==> src/rtl/inst_fetch.sv <==
// Instruction-fetch stage: owns the PC, captures ROM words into ir and hands them to decode.
// Optional FETCH_PERF_EN adds a 32-bit handshake counter output, fetch_count.
module inst_fetch #(
    parameter int          ADDR_W   = 17,
    parameter logic [31:0] RESET_PC = 32'h0000_0000,
    parameter logic [31:0] NOP_INST = 32'h0000_0013
) (
    input  logic              clock,
    input  logic              reset,
    output logic [ADDR_W-1:0] rom_addr,
    input  logic [31:0]       rom_data,
    output logic              inst_valid,
    input  logic              inst_ready,
    output logic [31:0]       ir,
    output logic [31:0]       pc,
    input  logic              redirect_valid,
    input  logic [31:0]       redirect_pc,
    output logic              fault
`ifdef FETCH_PERF_EN
    ,
    output logic [31:0]       fetch_count
`endif
);

    typedef enum logic [1:0] {
        FETCH = 2'd0,
        VALID = 2'd1,
        FAULT = 2'd2
    } state_t;

    state_t      state_r;
    logic [31:0] pc_r;
    logic [31:0] ir_r;
    logic        inst_valid_r;
    logic        fault_r;
    logic        handshake_s;

    // A fetch address is bad when it is not word aligned or lies beyond the ROM.
    function automatic logic fetch_addr_bad(input logic [31:0] addr);
        return (addr[1:0] != 2'b00) || (addr[31:ADDR_W] != '0);
    endfunction

    assign handshake_s = inst_valid_r & inst_ready;

    // Fetch state machine; redirect overrides every state, reset overrides redirect.
    always_ff @(posedge clock) begin
        if (reset) begin
            state_r      <= FETCH;
            pc_r         <= RESET_PC;
            ir_r         <= NOP_INST;
            inst_valid_r <= 1'b0;
            fault_r      <= 1'b0;
        end else if (redirect_valid) begin
            state_r      <= FETCH;
            pc_r         <= redirect_pc;
            ir_r         <= NOP_INST;
            inst_valid_r <= 1'b0;
            fault_r      <= 1'b0;
        end else begin
            case (state_r)
                FETCH: begin
                    if (fetch_addr_bad(pc_r)) begin
                        state_r      <= FAULT;
                        fault_r      <= 1'b1;
                        inst_valid_r <= 1'b0;
                    end else begin
                        state_r      <= VALID;
                        ir_r         <= rom_data;
                        inst_valid_r <= 1'b1;
                    end
                end
                VALID: begin
                    if (inst_ready) begin
                        state_r      <= FETCH;
                        pc_r         <= pc_r + 32'd4;
                        inst_valid_r <= 1'b0;
                    end else begin
                        state_r      <= VALID;
                    end
                end
                FAULT: begin
                    state_r      <= FAULT;
                    fault_r      <= 1'b1;
                    inst_valid_r <= 1'b0;
                end
                default: begin
                    state_r      <= FETCH;
                    inst_valid_r <= 1'b0;
                    fault_r      <= 1'b0;
                end
            endcase
        end
    end

`ifdef FETCH_PERF_EN
    logic [31:0] fetch_count_r;

    // Count accepted instructions, including those accepted alongside a redirect.
    always_ff @(posedge clock) begin
        if (reset) begin
            fetch_count_r <= 32'd0;
        end else if (handshake_s) begin
            fetch_count_r <= fetch_count_r + 32'd1;
        end else begin
            fetch_count_r <= fetch_count_r;
        end
    end

    assign fetch_count = fetch_count_r;
`else
    logic unused_handshake_s;
    assign unused_handshake_s = handshake_s;
`endif

    // The ROM read is asynchronous, so the address comes straight from the PC.
    assign rom_addr   = pc_r[ADDR_W-1:0];
    assign pc         = pc_r;
    assign ir         = ir_r;
    assign inst_valid = inst_valid_r;
    assign fault      = fault_r;

endmodule

==> config.mk <==
export PLATFORM = sky130hd
export DESIGN_NAME = inst_fetch
export DESIGN_NICKNAME = d
export VERILOG_FILES = /design/src/rtl/inst_fetch.sv
export SDC_FILE = /design/constraint.sdc
export NUM_CORES = 1
export LEC_CHECK = 0
export BUFFER_PORTS_ARGS = -buffer_cell sky130_fd_sc_hd__clkbuf_2
export CAP_MARGIN = 20
export CORE_ASPECT_RATIO = 1.5
export CORE_MARGIN = 2
export CORE_UTILIZATION = 50
export DETAILED_ROUTE_END_ITERATION = 8
export PLACE_DENSITY_LB_ADDON = 0.1
export SYNTH_ARGS = -nofsm -noshare
export SYNTH_HDL_FRONTEND = slang
export SYNTH_SLANG_ARGS = --single-unit
==> constraint.sdc <==
create_clock -name clock -period 4.17 [get_ports clock]
set_input_delay 0.417 -clock clock [delete_from_list [all_inputs] [get_ports clock]]
set_output_delay 0.417 -clock clock [all_outputs]
set_load 0.05 [all_outputs]
After elaboration in Yosys (flattened, before gate mapping)
Index checks and enable logic that the tools add are counted.
{"block": "word_totals", "register_bits": 68, "out_inout_bits": 83, "wordCells": 33}
{"block": "op_classes", "add_sub_neg": 1, "n_eq_ne": 4, "mux": 11, "n_bitwise": 2, "reduce_logical": 10}
{"cell": "32-bit two-way mux", "n": 3}
{"cell": "32-bit by 3-bit adder with 32-bit output (second input constant)", "n": 1}
{"cell": "15-bit nonzero test", "n": 1}
{"cell": "2-bit case mux with 3 select lines", "n": 1}
{"cell": "2-bit AND reduction", "n": 3}
{"cell": "2-bit nonzero test", "n": 3}
{"cell": "1-bit two-way mux", "n": 4}
{"cell": "2-bit inequality test (second input constant)", "n": 2}
{"cell": "1-bit case mux with 3 select lines", "n": 1}
{"cell": "2-bit by 1-bit equality test with 1-bit output (second input constant)", "n": 1}
{"cell": "2-bit equality test (second input constant)", "n": 1}
{"cell": "2-bit zero test", "n": 1}
{"cell": "2-bit two-way mux", "n": 1}
{"cell": "1-bit inverter", "n": 2}
{"cell": "1-bit case mux with 2 select lines", "n": 1}
{"cell": "2-bit OR reduction", "n": 1}
{"cell": "1-bit logical OR", "n": 1}

Logic depth before layout (Yosys ltp)
Gate-level depths: netlist (run 1).
{"block": "logic_depth", "depth_word": 4, "ltp_mapped": 7, "mapped_depth_nobuf": 5}

Least setup slack after synthesis (run 1)
Ideal clock, no wire load.
{"block": "synth_timing", "path_type": "flip-flop to flip-flop", "start": "register pc_r[15] (netlist: pc[15])", "end": "register pc_r[31] (netlist: pc[31])", "setup_ps": 91, "t_arrival_ps": 2136, "path_slack_ps": 1943, "stages_incl_launch_ff": 5, "path_cell_list": "dfxtp_1 nand4_2 or3_4 or4_1 a311oi_1"}
{"block": "synth_via", "elab_chain_len": 4}
{"item": "start: declaration", "line": "32", "source": "logic [31:0] pc_r;"}
{"item": "start signal: assignment", "line": "55", "source": "pc_r <= redirect_pc;"}
{"item": "start signal: assignment", "line": "75", "source": "pc_r <= pc_r + 32'd4;"}
{"item": "32-bit by 3-bit adder with 32-bit output", "line": "75"}
{"item": "32-bit two-way mux", "line": "73", "source": "if (inst_ready) begin"}
{"item": "32-bit two-way mux", "line": "60", "source": "case (state_r)"}
{"item": "32-bit two-way mux", "line": "53", "source": "end else if (redirect_valid) begin"}
No other way between the ends. The select of a mux whose other input is x is not followed.
A chain may end at the register's enable or synchronous reset.

Final worst setup path (run 1)
{"block": "layout_timing", "start": "register state_r[0]", "end": "register pc_r[23] (netlist: pc[23])"}
{"block": "layout_via", "elab_chain_len": 3}
{"item": "start: declaration", "line": "31", "source": "state_t state_r;"}
{"item": "start signal: assignment", "line": "48", "source": "state_r <= FETCH;"}
{"item": "start signal: assignment", "line": "54", "source": "state_r <= FETCH;"}
{"item": "start signal: assignment", "line": "63", "source": "state_r <= FAULT;"}
{"item": "2-bit by 1-bit equality test with 1-bit output", "line": "60"}
{"item": "2-bit nonzero test (no source line)"}
{"item": "2-bit AND reduction (no source line)"}
No other way between the ends.

==> impl_metrics.csv, run 1 <==
group,metric,value,unit
logic_synthesis,syn-instance-count,412,
worst_hold_path,hold_end,"ir[22]",
floorplan,die_width,72.2,um
cts,clockRootBuffer,"clkbuf_8",
layout,final_cell_count_no_fill,614,
layout,regArea,0.00136,mm2
cts,cts_tree,"done",
layout,syn_to_final_growth,23.9,%
floorplan,coreArea,0.00681,mm2
grt,grt_pass1_wl,14.8,mm
grt,antenna_found_initial,0,
logic_synthesis,ys_seq_area_share,39.1,%
logic_synthesis,syn_nets,481,
cts,cts.clk_slew.worst_paths,80,ps
logic_synthesis,synth_area_per_cell,8.46,um2
sta,setup_viol,0,
worst_setup_path,crit_fanout,15,
power_and_ir_drop,power.leakage,2.06,nW
power_and_ir_drop,peakVddDrop,0.266,mV
worst_setup_path,cpMaxStageDelayCell,"or3_2",
placed_design,hpwl,6.76,mm
power_and_ir_drop,power.density,350,mW/mm2
drt,first_pass_iters,4,
drt,routed-via-count,3500,
worst_setup_path,crit_path_end_kind,"flip-flop",
worst_setup_path,worstRegToRegCells,4,
worst_setup_path,worst-setup-path-type,"flip-flop to flip-flop",
logic_synthesis,ys_seq_elements,68,
worst_hold_path,hp-start,"rom_data[22]",
floorplan,die_h,106,um
layout,antenna_cells,0,
logic_synthesis,synth_warnings,0,
placed_design,port_buffers,150,
sta,maxSlewViolCount,0,
worst_setup_path,cp_num_buf_inv,0,
logic_synthesis,syn_area,0.00349,mm2
worst_hold_path,hold_depth,3,
logic_synthesis,synth_top_flop_cell,"dfxtp_1",
sta,slew-limit-headroom,47.3,%
sta,fmax,426,MHz
drt,drt-initial-drc-count,151,
worst_setup_path,cp_cell_sequence,"and3b_1, nand4_1, or3_2, a311oi_1",
drt,drc,0,
floorplan,start_util,51.2,%
grt,grt_pass1_vias,3127,
layout,nets,600,
sta,post-route-min-period,2350,ps
placed_design,gp_congestion,0.914,
worst_setup_path,cp-start-kind,"flip-flop",
grt,grt_overflow_total,0,
floorplan,num_io_pins,151,
sta,hold_viol,0,
worst_setup_path,worstPathRequired,4420,ps
outcome,status,"finished, final reports clean",
worst_setup_path,r2r_setup_slack,1820,ps
drt,drtAntennaViolNets,0,
sta,clock_skew,6.68,ps
drt,wl,9.33,mm
drt,routedWlPerCell,15.2,um
layout,fill_cells,615,
worst_setup_path,max_stage_delay,570,ps
worst_setup_path,r2r_end,"pc[23]",
placed_design,placed_cells,596,
grt,track_usage,24.4,%
job,cap_violations,0,
logic_synthesis,synth-edff-count,0,
floorplan,dieArea,0.00767,mm2
cts,clock_latency,340,ps
cts,numCtsBuffers,9,
drt,viasPerCell,5.70,
sta,rsz0062_at_grt,"no",
cts,cts.sink_count,68,
worst_setup_path,cp_data_arrival_time,2590,ps
floorplan,fp-row-count,37,
logic_synthesis,synth.distinct_cells,51,
power_and_ir_drop,total_power,1.51,mW
layout,multiInputGateArea,0.00184,mm2
worst_setup_path,cp_top_family,"simple AND/OR/NAND/NOR gates",
sta,tns,0,ps
cts,cts_hold_buf,0,
worst_setup_path,rr_startpoint,"state_r[0]",
sta,tightest_slew,790,ps
grt,grt_start_max_net_pins,63,
cts,cts_setup_buffers,0,
cts,clockBufferDepth,2,
layout,drive_above_1_share,34.0,%
logic_synthesis,async_flop_share,0,%
worst_hold_path,hold_path.class,"input pin to flip-flop",
cts,cts-resized-gates,0,
cts,htreeDepth,3,
sta,fin_crit_sh,56.2,%
how the worst max path moves through the flow:
stage                from      to  slack [ps]  cells past startpoint
2_1_floorplan      pc[15]  pc[31]        1940                      4
3_3_place_gp       pc[20]  ir[23]        1740                      4
3_5_place_dp       pc[20]  ir[24]        1640                      4
4_1_cts            pc[20]  ir[24]        1600                      4
5_1_grt        state_r[0]  pc[23]        1650                      4
6_report       state_r[0]  pc[23]        1820                      4
final cells by class:
| cell class | count | area share, % |
|---|---|---|
| timing repair buffer | 153 | 18.7 |
| clock inverter | 7 | 1.56 |
| inverter | 7 | 0.608 |
| sequential | 68 | 31.5 |
| clock buffer | 9 | 2.87 |
| tap | 78 | 2.26 |
| multi-input combinational | 292 | 42.5 |
power breakdown:
group	leakage [nW]	switching, mW	total, mW	internal [mW]
clock network	0.103	0.253	0.526	0.274
logic	1.40	0.192	0.270	0.0788
registers	0.556	0.0423	0.715	0.673
total	2.06	0.487	1.51	1.03
per-stage QoR:
| stage | worst slack (ps) | util [%] | hold WS, ps | area (um2) |
|---|---|---|---|---|
| 3_3_place_gp | 1740 | 60.0 | 443 | 4080 |
| 4_1_cts | 1600 | 62.8 | 280 | 4270 |
| 2_1_floorplan | 1940 | - | 549 | 3490 |
| 6_report | 1820 | 63.5 | 297 | 4320 |
| 3_5_place_dp | 1640 | 60.0 | 454 | 4080 |
| 5_1_grt | 1650 | 63.5 | 285 | 4320 |
layout by cell type (no fill, tap or decap), types with 6 or more instances in the layout:
| master | instances |
|---|---|
| nor4_1 | 6 |
| dfxtp_1 | 68 |
| and4_1 | 8 |
| a211oi_1 | 8 |
| o21ai_0 | 6 |
| clkbuf_8 | 9 |
| or4_1 | 10 |
| o31ai_1 | 8 |
| nand2_1 | 78 |
| a311oi_1 | 14 |
| nand3_1 | 8 |
| nand4_1 | 14 |
| nor2_1 | 38 |
| inv_1 | 6 |
| mux2i_1 | 34 |
| clkbuf_2 | 150 |
| or3_1 | 6 |
cells by family (layout without fill, tap and decap cells):
group,Yosys count,count (layout),synth area share (%)
DFF,68,68,39.1
muxes,35,35,10.1
buffers and inverters,52,176,8.58
xor gates and xnor gates,8,8,2.01
adders and majority gates,1,1,0.359
and+or+nand+nor,194,194,28.3
AOI/OAI and AO/OA,54,54,11.6
worst min-delay path: cells and delay by family:
family                 cells  cell delay, ps
buffers and inverters      1              80
muxes                      1              50
and+or+nand+nor            1              40
state kept, by name, indices dropped and copies added, names as in the netlist:
| name | cells |
|---|---|
| fault | 1 |
| inst_valid | 1 |
| ir | 32 |
| pc | 32 |
| state_r | 2 |
layer usage:
layer  part of all wire (%)  track usage (%)  vias up
met1                     39             28.2     1638
met3                    7.4             5.40       19
met4                    3.5             14.8        0
met2                     50             40.0      140
li1                       -                -     1703
met5                      0                0        -
synthesized netlist by cell type (3+ instances only):
| library cell | number | area, um2 |
|---|---|---|
| a211oi_1 | 8 | 60.1 |
| or3_1 | 6 | 37.5 |
| nand4_1 | 14 | 87.6 |
| xor2_1 | 5 | 43.8 |
| and3_1 | 5 | 31.3 |
| and4_1 | 8 | 70.1 |
| nand3_1 | 9 | 45.0 |
| xnor2_1 | 3 | 26.3 |
| a21oi_1 | 5 | 25.0 |
| o21ai_0 | 6 | 30.0 |
| a2111oi_0 | 4 | 35.0 |
| a311oi_1 | 14 | 123 |
| clkbuf_1 | 15 | 56.3 |
| inv_1 | 6 | 22.5 |
| nor4_1 | 6 | 37.5 |
| o31ai_1 | 8 | 60.1 |
| buf_4 | 17 | 128 |
| nor2_1 | 39 | 146 |
| mux2i_1 | 34 | 340 |
| and2_1 | 3 | 18.8 |
| dfxtp_1 | 68 | 1360 |
| buf_2 | 7 | 35.0 |
| nand2_1 | 78 | 293 |
| nor3_1 | 3 | 15.0 |
| or4_1 | 10 | 75.1 |
No activity file was read; power rests on OpenSTA's default activity.
==> run 2, diff against run 1 <==
Settings changed: CORE_UTILIZATION 50 to 43.
Clock period 4.17 ns to 1.97 ns, I/O delays scaled along.
==> run 2 against run 1 <==
Net effect:
- clock-buffer cell count rose by 1
- combinational power rose by 130%
- routed wire length up 7.3%
- register-to-register slack got worse by 1700 ps
- clock power grew to 3.0 times the previous value
- power is 140% higher
- clock skew increased by 0.60 ps
- critical path type unchanged
- largest power group is now the clock network
==> impl_metrics.csv, run 2 (synthesis results as in run 1) <==
group,metric,value,unit
drt,drc,0,
job,cap_violations,0,
floorplan,fp-row-count,40,
drt,wl,10.0,mm
power_and_ir_drop,power.leakage,2.20,nW
cts,clockBufferDepth,2,
floorplan,die_h,114,um
sta,fmax,541,MHz
sta,tightest_slew,462,ps
placed_design,placed_cells,644,
drt,first_pass_iters,4,
sta,slew-limit-headroom,69.2,%
drt,drt-initial-drc-count,108,
floorplan,die_width,77.5,um
drt,routed-via-count,3544,
worst_setup_path,cp-start-kind,"flip-flop",
drt,routedWlPerCell,15.2,um
worst_setup_path,worst-setup-path-type,"flip-flop to flip-flop",
layout,drive_above_1_share,40.7,%
layout,antenna_cells,0,
layout,syn_to_final_growth,33.0,%
floorplan,coreArea,0.00796,mm2
cts,cts-resized-gates,0,
power_and_ir_drop,peakVddDrop,0.469,mV
grt,grt_overflow_total,0,
grt,grt_pass1_wl,16.0,mm
layout,fill_cells,766,
worst_setup_path,cp_data_arrival_time,2090,ps
cts,clockRootBuffer,"clkbuf_16",
cts,cts_hold_buf,0,
grt,antenna_found_initial,0,
floorplan,dieArea,0.00886,mm2
sta,fin_crit_sh,93.9,%
sta,setup_viol,0,
layout,nets,619,
cts,cts_tree,"done",
sta,hold_viol,0,
grt,track_usage,22.8,%
worst_setup_path,crit_fanout,8,
grt,grt_pass1_vias,3238,
placed_design,hpwl,7.52,mm
cts,numCtsBuffers,9,
outcome,status,"finished, final reports clean",
cts,clock_latency,330,ps
sta,post-route-min-period,1850,ps
power_and_ir_drop,power.density,797,mW/mm2
cts,cts.clk_slew.worst_paths,60,ps
worst_setup_path,crit_path_end_kind,"flip-flop",
sta,clock_skew,7.29,ps
grt,grt_start_max_net_pins,59,
cts,cts_setup_buffers,0,
layout,final_common_cell,"clkbuf_2",
layout,final_cell_mix,"150 x clkbuf_2, 78 x nand2_1, 43 x dfxtp_1, 38 x nor2_1, 34 x mux2i_1",
placed_design,port_buffers,150,
drt,drtAntennaViolNets,0,
floorplan,start_util,43.8,%
power_and_ir_drop,total_power,3.69,mW
cts,htreeDepth,3,
placed_design,gp_congestion,0.947,
worst_setup_path,worstPathRequired,2210,ps
sta,maxSlewViolCount,0,
sta,rsz0062_at_grt,"no",
floorplan,num_io_pins,151,
worst_hold_path,hold_path.class,"input pin to flip-flop",
cts,cts.sink_count,68,
drt,viasPerCell,5.37,
layout,final_cell_count_no_fill,660,
-- run 2: worst max-delay path, cell delays in order (launching register included) --
cell      delay [ps]
dfxtp_2          410
nand4_4          150
or3_4            430
or4_1            510
a311oi_1         270
-- run 2: layer usage --
| layer | global-route usage (%) | share of wire, % | vias up |
|---|---|---|---|
| met5 | 0 | 0 | - |
| met4 | 11.2 | 2.7 | 0 |
| met3 | 4.26 | 5.6 | 19 |
| met2 | 41.9 | 52 | 125 |
| met1 | 25.0 | 40 | 1644 |
| li1 | - | - | 1756 |
-- run 2: worst paths after layout --
check,startpoint,endpoint,slack [ps],cells past startpoint
hold / removal,redirect_pc[4],pc[4],90,3
setup / recovery,pc[15],pc[31],120,4
setup reg to reg,pc[15],pc[31],120,4
hold reg to reg,ir[5],ir[5],460,2
-- run 2: cell type report --
type	instances	area, um2	area share (%)
Tap cell	105	131	2.83
Timing Repair Buffer	172	941	20.3
Sequential cell	68	1400	30.1
Multi-Input combinational cell	292	1850	39.9
Inverter	7	26.3	0.567
Clock buffer	10	229	4.94
Clock inverter	6	65.1	1.40
-- run 2: per-stage QoR --
step | hold slack [ps] | setup slack [ps] | instance area, um2 | utilization, % | TNS, ps
final | 88.5 | 121 | 4640 | 58.3 | 0
after global routing | 95.1 | 1.07 | 4640 | 58.3 | 0
after CTS | 82.7 | 50.9 | 4630 | 58.1 | 0
after detailed placement | 431 | 69.2 | 4330 | 54.4 | 0
after global placement | 424 | 147 | 4330 | 54.4 | 0
after floorplan | 331 | -5.13 | 3520 | - | -5.13
-- run 2: power breakdown --
part	switching, mW	internal, mW	total [mW]
Combinational	0.432	0.186	0.618
Sequential	0.0769	1.43	1.51
Clock	0.586	0.978	1.56
Total	1.10	2.60	3.69
